**config.mk**
```make
export PLATFORM = sky130hd
export DESIGN_NAME = stream_seq_ctrl
export DESIGN_NICKNAME = d
export VERILOG_FILES = /design/src/rtl/stream_seq_ctrl.sv
export SDC_FILE = /design/constraint.sdc
export NUM_CORES = 1
export LEC_CHECK = 0
export BUFFER_PORTS_ARGS = -buffer_cell sky130_fd_sc_hd__clkbuf_2
export CORE_MARGIN = 1
export CORE_UTILIZATION = 50
export CTS_BUF_LIST = sky130_fd_sc_hd__clkbuf_8 sky130_fd_sc_hd__clkbuf_16
export DETAILED_ROUTE_END_ITERATION = 8
export PLACE_DENSITY = 0.75
export SLEW_MARGIN = 0
export SYNTH_ARGS = -nofsm -noshare
export SYNTH_HDL_FRONTEND = slang
export SYNTH_SLANG_ARGS = --single-unit
```
**constraint.sdc**
```tcl
create_clock -name clk -period 3.8 [get_ports clk]
set_input_delay 0.38 -clock clk [delete_from_list [all_inputs] [get_ports clk]]
set_output_delay 0.38 -clock clk [all_outputs]
set_load 0.01 [all_outputs]
```
**src/rtl/stream_seq_ctrl.sv**
```systemverilog
// Command sequencer for the DFX state-buffer streamer: one ordered reset/init pulse train and one status response per command.
// CLEAR responds 3 cycles after accept; one command in flight, cmd_ready stays low until the response handshake.
module stream_seq_ctrl #(
    parameter int STORAGE_IDX_WIDTH = 10,
    parameter int STATE_BIT_WIDTH   = 4,
    parameter int TIMEOUT_CYCLES    = 65535,
    parameter int TIMEOUT_W         = 16,
    parameter int ABORT_CYCLES      = 2
) (
    input  logic                         clk,
    input  logic                         reset,
    input  logic                         cmd_valid,
    output logic                         cmd_ready,
    input  logic [1:0]                   cmd_op,
    output logic                         rsp_valid,
    input  logic                         rsp_ready,
    output logic [1:0]                   rsp_code,
    output logic [STORAGE_IDX_WIDTH-1:0] rsp_words,
    output logic                         busy,
    output logic                         str_store_reset,
    output logic                         str_load_reset,
    output logic                         str_store_init,
    output logic                         str_load_init,
    input  logic                         str_fin_store,
    input  logic [STATE_BIT_WIDTH-1:0]   str_state,
    input  logic [STORAGE_IDX_WIDTH-1:0] str_store_cnt,
    output logic                         str_rst_n
);

    localparam int AB_W = $clog2(ABORT_CYCLES + 1);

    localparam logic [1:0] OP_STORE = 2'd0;
    localparam logic [1:0] OP_LOAD  = 2'd1;
    localparam logic [1:0] OP_CLEAR = 2'd2;

    localparam logic [1:0] RSP_OK      = 2'd0;
    localparam logic [1:0] RSP_EMPTY   = 2'd1;
    localparam logic [1:0] RSP_TIMEOUT = 2'd2;
    localparam logic [1:0] RSP_ILLEGAL = 2'd3;

    typedef enum logic [3:0] {
        IDLE, S_RST, S_INIT, S_WAIT, L_RST, L_INIT, L_WAIT, C_RST, ABORT, RESP
    } state_t;

    state_t                state, state_nxt;
    logic                  clr_seq, clr_seq_nxt;
    logic                  seen_load, seen_load_nxt;
    logic [TIMEOUT_W-1:0]  wdog, wdog_nxt;
    logic [AB_W-1:0]       abort_cnt, abort_cnt_nxt;
    logic [1:0]            code_nxt;
    logic                  wd_hit;

    assign wd_hit = (TIMEOUT_CYCLES != 0) && (wdog == TIMEOUT_W'(TIMEOUT_CYCLES));

    always_ff @(posedge clk or negedge reset) begin
        if (!reset) begin
            state     <= IDLE;
            clr_seq   <= 1'b0;
            seen_load <= 1'b0;
            wdog      <= '0;
            abort_cnt <= '0;
            rsp_code  <= RSP_OK;
            rsp_words <= '0;
        end else begin
            state     <= state_nxt;
            clr_seq   <= clr_seq_nxt;
            seen_load <= seen_load_nxt;
            wdog      <= wdog_nxt;
            abort_cnt <= abort_cnt_nxt;
            // Response fields are frozen on RESP entry so they stay stable under backpressure.
            if (state_nxt == RESP && state != RESP) begin
                rsp_code  <= code_nxt;
                rsp_words <= str_store_cnt;
            end
        end
    end

    always_comb begin
        state_nxt     = state;
        clr_seq_nxt   = clr_seq;
        seen_load_nxt = seen_load;
        wdog_nxt      = wdog;
        abort_cnt_nxt = abort_cnt;
        code_nxt      = RSP_OK;
        unique case (state)
            IDLE: begin
                if (cmd_valid) begin
                    if (cmd_op == RSP_ILLEGAL || str_state != '0) begin
                        state_nxt = RESP;
                        code_nxt  = RSP_ILLEGAL;
                    end else if (cmd_op == OP_LOAD && str_store_cnt == '0) begin
                        state_nxt = RESP;
                        code_nxt  = RSP_EMPTY;
                    end else if (cmd_op == OP_STORE) begin
                        state_nxt = S_RST;
                    end else if (cmd_op == OP_LOAD) begin
                        state_nxt   = L_RST;
                        clr_seq_nxt = 1'b0;
                    end else begin
                        state_nxt = C_RST;
                    end
                end
            end
            S_RST:  state_nxt = S_INIT;
            S_INIT: begin
                state_nxt = S_WAIT;
                wdog_nxt  = '0;
            end
            S_WAIT: begin
                if (str_fin_store) begin
                    state_nxt = RESP;
                    code_nxt  = RSP_OK;
                end else if (wd_hit) begin
                    state_nxt     = ABORT;
                    abort_cnt_nxt = '0;
                end else begin
                    wdog_nxt = wdog + 1'b1;
                end
            end
            C_RST: begin
                state_nxt   = L_RST;
                clr_seq_nxt = 1'b1;
            end
            L_RST: begin
                seen_load_nxt = 1'b0;
                // The L_RST that follows C_RST finishes a CLEAR: no init pulse.
                if (clr_seq) begin
                    state_nxt   = RESP;
                    code_nxt    = RSP_OK;
                    clr_seq_nxt = 1'b0;
                end else begin
                    state_nxt = L_INIT;
                end
            end
            L_INIT: begin
                state_nxt = L_WAIT;
                wdog_nxt  = '0;
            end
            L_WAIT: begin
                if (str_state == STATE_BIT_WIDTH'(2)) seen_load_nxt = 1'b1;
                if (seen_load && str_state == '0) begin
                    state_nxt = RESP;
                    code_nxt  = RSP_OK;
                end else if (wd_hit) begin
                    state_nxt     = ABORT;
                    abort_cnt_nxt = '0;
                end else begin
                    wdog_nxt = wdog + 1'b1;
                end
            end
            ABORT: begin
                if (abort_cnt == AB_W'(ABORT_CYCLES - 1)) begin
                    state_nxt = RESP;
                    code_nxt  = RSP_TIMEOUT;
                end else begin
                    abort_cnt_nxt = abort_cnt + 1'b1;
                end
            end
            RESP: begin
                if (rsp_ready) state_nxt = IDLE;
            end
            default: state_nxt = IDLE;
        endcase
    end

    assign cmd_ready       = (state == IDLE);
    assign busy            = (state != IDLE);
    assign rsp_valid       = (state == RESP);
    assign str_store_reset = (state == S_RST) || (state == C_RST);
    assign str_store_init  = (state == S_INIT);
    assign str_load_reset  = (state == L_RST);
    assign str_load_init   = (state == L_INIT);
    assign str_rst_n       = reset & (state != ABORT);

endmodule

```
## Word level (Yosys, flattened, before mapping)

Index checks and enable logic that the tools add are counted.

- $add $sub $neg: 2
- $mul: 0
- Div/mod/pow operators: 0
- Order comparisons: 0
- Eq/ne operators: 26
- Shift-type cells: 0
- Mux-type cells: 34
- Bitwise logic cells: 1
- Reductions and logical operators: 20

Operator list:

| kind | number |
|---|---|
| $mux W16 | 3 |
| $pmux W16 S3 | 1 |
| $pmux W4 S10 | 1 |
| $mux W4 | 9 |
| $add A16 B1 Y16 const B | 1 |
| $eq A16 B16 Y1 const B | 1 |
| $eq A4 B3 Y1 const B | 4 |
| $mux W2 | 8 |
| $ne A2 B2 Y1 const B | 8 |
| $eq A4 B2 Y1 const B | 3 |
| $eq A4 B4 Y1 const B | 3 |
| $logic_not A10 Y1 | 1 |
| $reduce_bool A3 Y1 | 3 |
| $logic_not A4 Y1 | 2 |
| $ne A4 B4 Y1 const B | 2 |
| $reduce_bool A4 Y1 | 2 |
| $mux W1 | 7 |
| $pmux W2 S3 | 1 |
| $reduce_and A6 Y1 | 1 |
| $eq A2 B1 Y1 const B | 2 |
| $eq A4 B1 Y1 const B | 1 |
| $pmux W2 S2 | 1 |
| $reduce_and A4 Y1 | 1 |
| $logic_and A1 B1 Y1 | 3 |
| other kinds (13) | 14 |

- Register bits: 36
- Latch bits: 0
- RAM bits: 0
- ROM bits: 0
- Output and inout bits: 20
- Memories: 0

## Logic depth before layout (Yosys ltp)

- Depth in word-level cells: 9
- Gate-level depth with buffers: 8
- Depth with buffers taken out: 7

## Worst setup path after synthesis

Ideal clock, no wire load.

- Kind: reg-to-reg
- Start point: reg wdog[0]
- End point: reg rsp_words[0]
- Data arrival time: 2353 ps
- Slack: 1322 ps
- Stages on the path, launching flop included: 9
- Path buffers: 1
- Clock period less this slack: 2478 ps
- Path through: dfrtp_1 > ha_1 > nand4_2 > or4_4 > nand2_2 > o311ai_4 > a2111oi_4 > buf_6 > mux2_4

- Word-level cells in the longest chain between the ends: 6
- Elaborated cells on any way between the ends: 7

Ends and longest elaborated chain:

| item | RTL line | text |
|---|---|---|
| start, declared | 48 | `logic [TIMEOUT_W-1:0] wdog, wdog_nxt;` |
| start signal, assigned | 68 | `wdog <= wdog_nxt;` |
| $eq A16 B16 Y1 (*) | 53 | `assign wd_hit = (TIMEOUT_CYCLES != 0) && (wdog == TIMEOUT_W'(TIMEOUT_CYCLES));` |
| $mux W4 (*) | 113, 144 |  |
| $mux W4, on equally long branches | 141, 110 |  |
| $pmux W4 S10 (*) | 85 | `unique case (state)` |
| net state_nxt[2] | 45 | `state_t state, state_nxt;` |
| $eq A4 B4 Y1 (*) | 71 | `if (state_nxt == RESP && state != RESP) begin` |
| $logic_and A1 B1 Y1 (*) | 71 |  |
| end signal, assigned | 73 | `rsp_words <= str_store_cnt;` |
| end, declared | 18 | `output logic [STORAGE_IDX_WIDTH-1:0] rsp_words,` |

The timed path passes the listed nets; every way through them passes the cells marked *.
A chain may end at the register's enable or synchronous reset.

## Worst setup path after layout

- Start point: reg wdog[0]
- End point: reg rsp_words[5]

- Word-level cells in the longest chain between the ends: 6
- Elaborated cells on any way between the ends: 7

Ends and longest elaborated chain:

| item | RTL line |
|---|---|
| $eq A16 B16 Y1 (*) | 53 |
| $mux W4 (*) | 113, 144 |
| $mux W4, on equally long branches | 141, 110 |
| $pmux W4 S10 (*) | 85 |
| $eq A4 B4 Y1 (*) | 71 |
| $logic_and A1 B1 Y1 (*) | 71 |

Mark *: on every way between the ends. The rest lies on a longest branch, timed or not.

==> summary.txt <==
STA
  • Slew headroom: 39.6%
  • Final min period: 2.84 ns
  • Setup Skew: 0.00567 ns
  • Final setup violation count: 0
  • Max Transition Viols Final: 0
  • Fin crit share: 74.7%
  • FMAX: 352 MHz
  • Worst slew pin tran: 0.906 ns
  • Final Hold Fails: 0
  • Worst hold slack: 0.207 ns
  • Setup TNS: 0 ns
  • RSZ-0062 raised after global routing: false

Setup path
  • CP Launch Type: flip-flop
  • Beginning of the critical path: wdog[0]$_DFFE_PN0P_
  • Crit. End Element: flip-flop
  • CP max stage cell: nor4_1
  • Critical path fanouts, max: 11
  • RR Startpoint: wdog[0]$_DFFE_PN0P_
  • Worst-path cell chain: ha_1 > nand4_2 > nor4_1 > a21oi_1 > o2bb2ai_2 > a2111oi_4 > buf_4 > mux2_2
  • Top cell family by delay on the critical path: compound AO/OA/AOI/OAI gates
  • Max incr delay on CP: 0.48 ns
  • Crit Path Class: reg2reg
  • Worst r2r path cells: 8
  • Worst Path Arrival: 3.01 ns
  • Worst path required time: 3.98 ns
  • Crit path buffers/inverters: 1
  • Crit. path cell count: 8

Pwr
  • Power consumption: 0.00154 W
  • Power Density: 638 nW/um^2
  • Max rail drop VDD: 0.327 mV
  • LEAKAGE: 1.10 nW

Synth
  • Mapped Cells: 202
  • Area of the mapped netlist: 2090 um^2
  • Syn nets: 225
  • Synth unique cells: 55
  • EDFF count, synth: 0
  • Post-Syn Area per Cell: 10.4 um^2
  • Ys Warns: 0
  • Prevailing post-synth register cell: dfrtp_1
  • Ys async rst share: 100%
  • Post-synthesis sequential area ratio: 43.0%
  • Synth Register Bits: 36

Finish
  • N_diodes: 0
  • Fillcell total: 357
  • Most common cell after layout, fill and taps aside: clkbuf_2
  • Highest-count cells in the layout ignoring fill and taps: clkbuf_2, dfrtp_1, nor2_1, nand2_1
  • Final net count: 268
  • Area Overhead vs Synth: 15.1%
  • Proportion of layout cells with a drive suffix above 1: 33.7%

Floorplanning
  • Die Wd: 66.7 um
  • Die height: 66.7 um
  • Die ar.: 4450 um^2
  • Core area: 4000 um^2
  • # rows: 23
  • Initial Utilization: 52.4%
  • IO Pins: 41

Detailed routing
  • DR iter-0 viols: 124
  • Post-route DRC: 0
  • Drt first pass iters: 4
  • Routed len/inst: 14.6 um
  • Avg Vias per Cell: 5.60
  • Post-Route WL: 4310 um
  • Vias: 1657
  • Post-route ant nets: 0

Placement
  • PortBufs: 40
  • Hpwl dp: 3060 um
  • Gpl congestion: 0.859

Global route
  • Vias in the first global route: 1483
  • Total track usage: 21.0%
  • First-pass GRT wire length: 6880 um
  • M2 GR Usage: 33.7%
  • GRT overflow: 0
  • Grt met1 use: 27.4%
  • Met3 usage: 4.11%
  • Largest net degree at the start of global routing: 38
  • Busiest grt layer: met2
  • Initial antenna violation count: 0

Clocking
  • Worst-path clk slew: 0.07 ns
  • Clock root buffer: clkbuf_8
  • Total CTS buffers: 5
  • CTS Buffer Depth: 2
  • CTS tree: built
  • H-tree depth: 2
  • Clk_lat worst skew: 0.29 ns
  • Postcts setup bufs: 0
  • CTS Sinks: 36
  • CTS Hold Bufs: 0
  • Post-CTS sizing: 0

Run status
  • Outcome: complete, no violations

Run
  • Total of max-cap violations: 0

Worst hold path
  • Worst Hold Class: in2async
[synth_stat cells (all sizes together) (2+ instances only)]
| master | count | share of area, % |
|---|---|---|
| a21boi | 2 | 0.90 |
| a21oi | 8 | 2.3 |
| a41oi | 2 | 0.84 |
| and2b | 2 | 0.78 |
| and3 | 3 | 0.96 |
| buf | 4 | 2.0 |
| clkbuf | 3 | 1.0 |
| dfrtp | 36 | 43 |
| ha | 2 | 1.2 |
| inv | 8 | 1.4 |
| mux2 | 10 | 7.0 |
| nand2 | 14 | 3.0 |
| nand3 | 9 | 2.4 |
| nand3b | 2 | 0.72 |
| nand4 | 6 | 2.1 |
| nor2 | 23 | 4.1 |
| nor3 | 5 | 1.2 |
| nor3b | 5 | 2.0 |
| nor4 | 6 | 1.8 |
| nor4b | 4 | 1.7 |
| o21ai | 11 | 2.6 |
| or2 | 2 | 0.60 |
| or2b | 2 | 0.84 |
| or3 | 2 | 0.60 |
| or4 | 3 | 1.4 |
| xnor2 | 10 | 4.2 |
| xor2 | 4 | 1.7 |
[routing by layer]
layer / share of wire, % / vias up
li1: - / 813
met1: 45 / 803
met2: 49 / 34
met3: 3.7 / 7
met4: 1.6 / 0
met5: 0 / -
[cell type report]
class                   count  area (um^2)  share of cell area (%)
flip-flops and latches     36          901                    37.4
multi-input cells         150         1100                    45.5
clock buffers               6         82.6                    3.43
repair buffers             43          223                    9.24
clock inverters             2         10.0                   0.415
well taps                  50         62.6                    2.60
inverters                   9         35.0                    1.45
[state kept, by name (all words and copies together) (netlist names)]
name,flops
rsp_words,10
clr_seq,1
rsp_code,2
state,4
wdog,16
abort_cnt,2
seen_load,1
[kinds of logic after synthesis]
kind of cell    share of synthesized area (%)
fa+ha+maj                                1.19
compound gates                           11.8
xor+xnor                                 5.85
mux                                      6.99
simple gates                             26.5
buf+inv                                  4.66
flops                                    43.0
[per-stage QoR]
stage | std cells | instance area, um^2 | util (%) | setup WS, ns
2_1_floorplan | 202 | 2090 | - | 1.32
6_report | 296 | 2410 | 60.2 | 0.963
4_1_cts | 296 | 2410 | 60.2 | 0.987
3_3_place_gp | 288 | 2320 | 57.9 | 1.04
3_5_place_dp | 288 | 2320 | 57.9 | 1.02
5_1_grt | 296 | 2410 | 60.2 | 0.808
[final timing paths]
kind                       slack (ns)                        to
max reg2reg                      0.96  rsp_words[5]$_DFFE_PN0P_
min                              0.21  rsp_words[4]$_DFFE_PN0P_
min reg2reg                      0.50  abort_cnt[0]$_DFFE_PN0P_
max in group asynchronous        3.03      wdog[10]$_DFFE_PN0P_
min in group clk                 0.33  rsp_words[6]$_DFFE_PN0P_
max                              0.96  rsp_words[5]$_DFFE_PN0P_
[where the power goes]
part / total (W) / internal, W / switching (W) / leakage [nW]
sequential: 0.000613 / 0.000491 / 0.000122 / 0.459
combinational: 0.000644 / 0.000330 / 0.000315 / 0.587
clock: 0.000281 / 0.000145 / 0.000136 / 0.0510
Power figures use the tool's default switching activity.
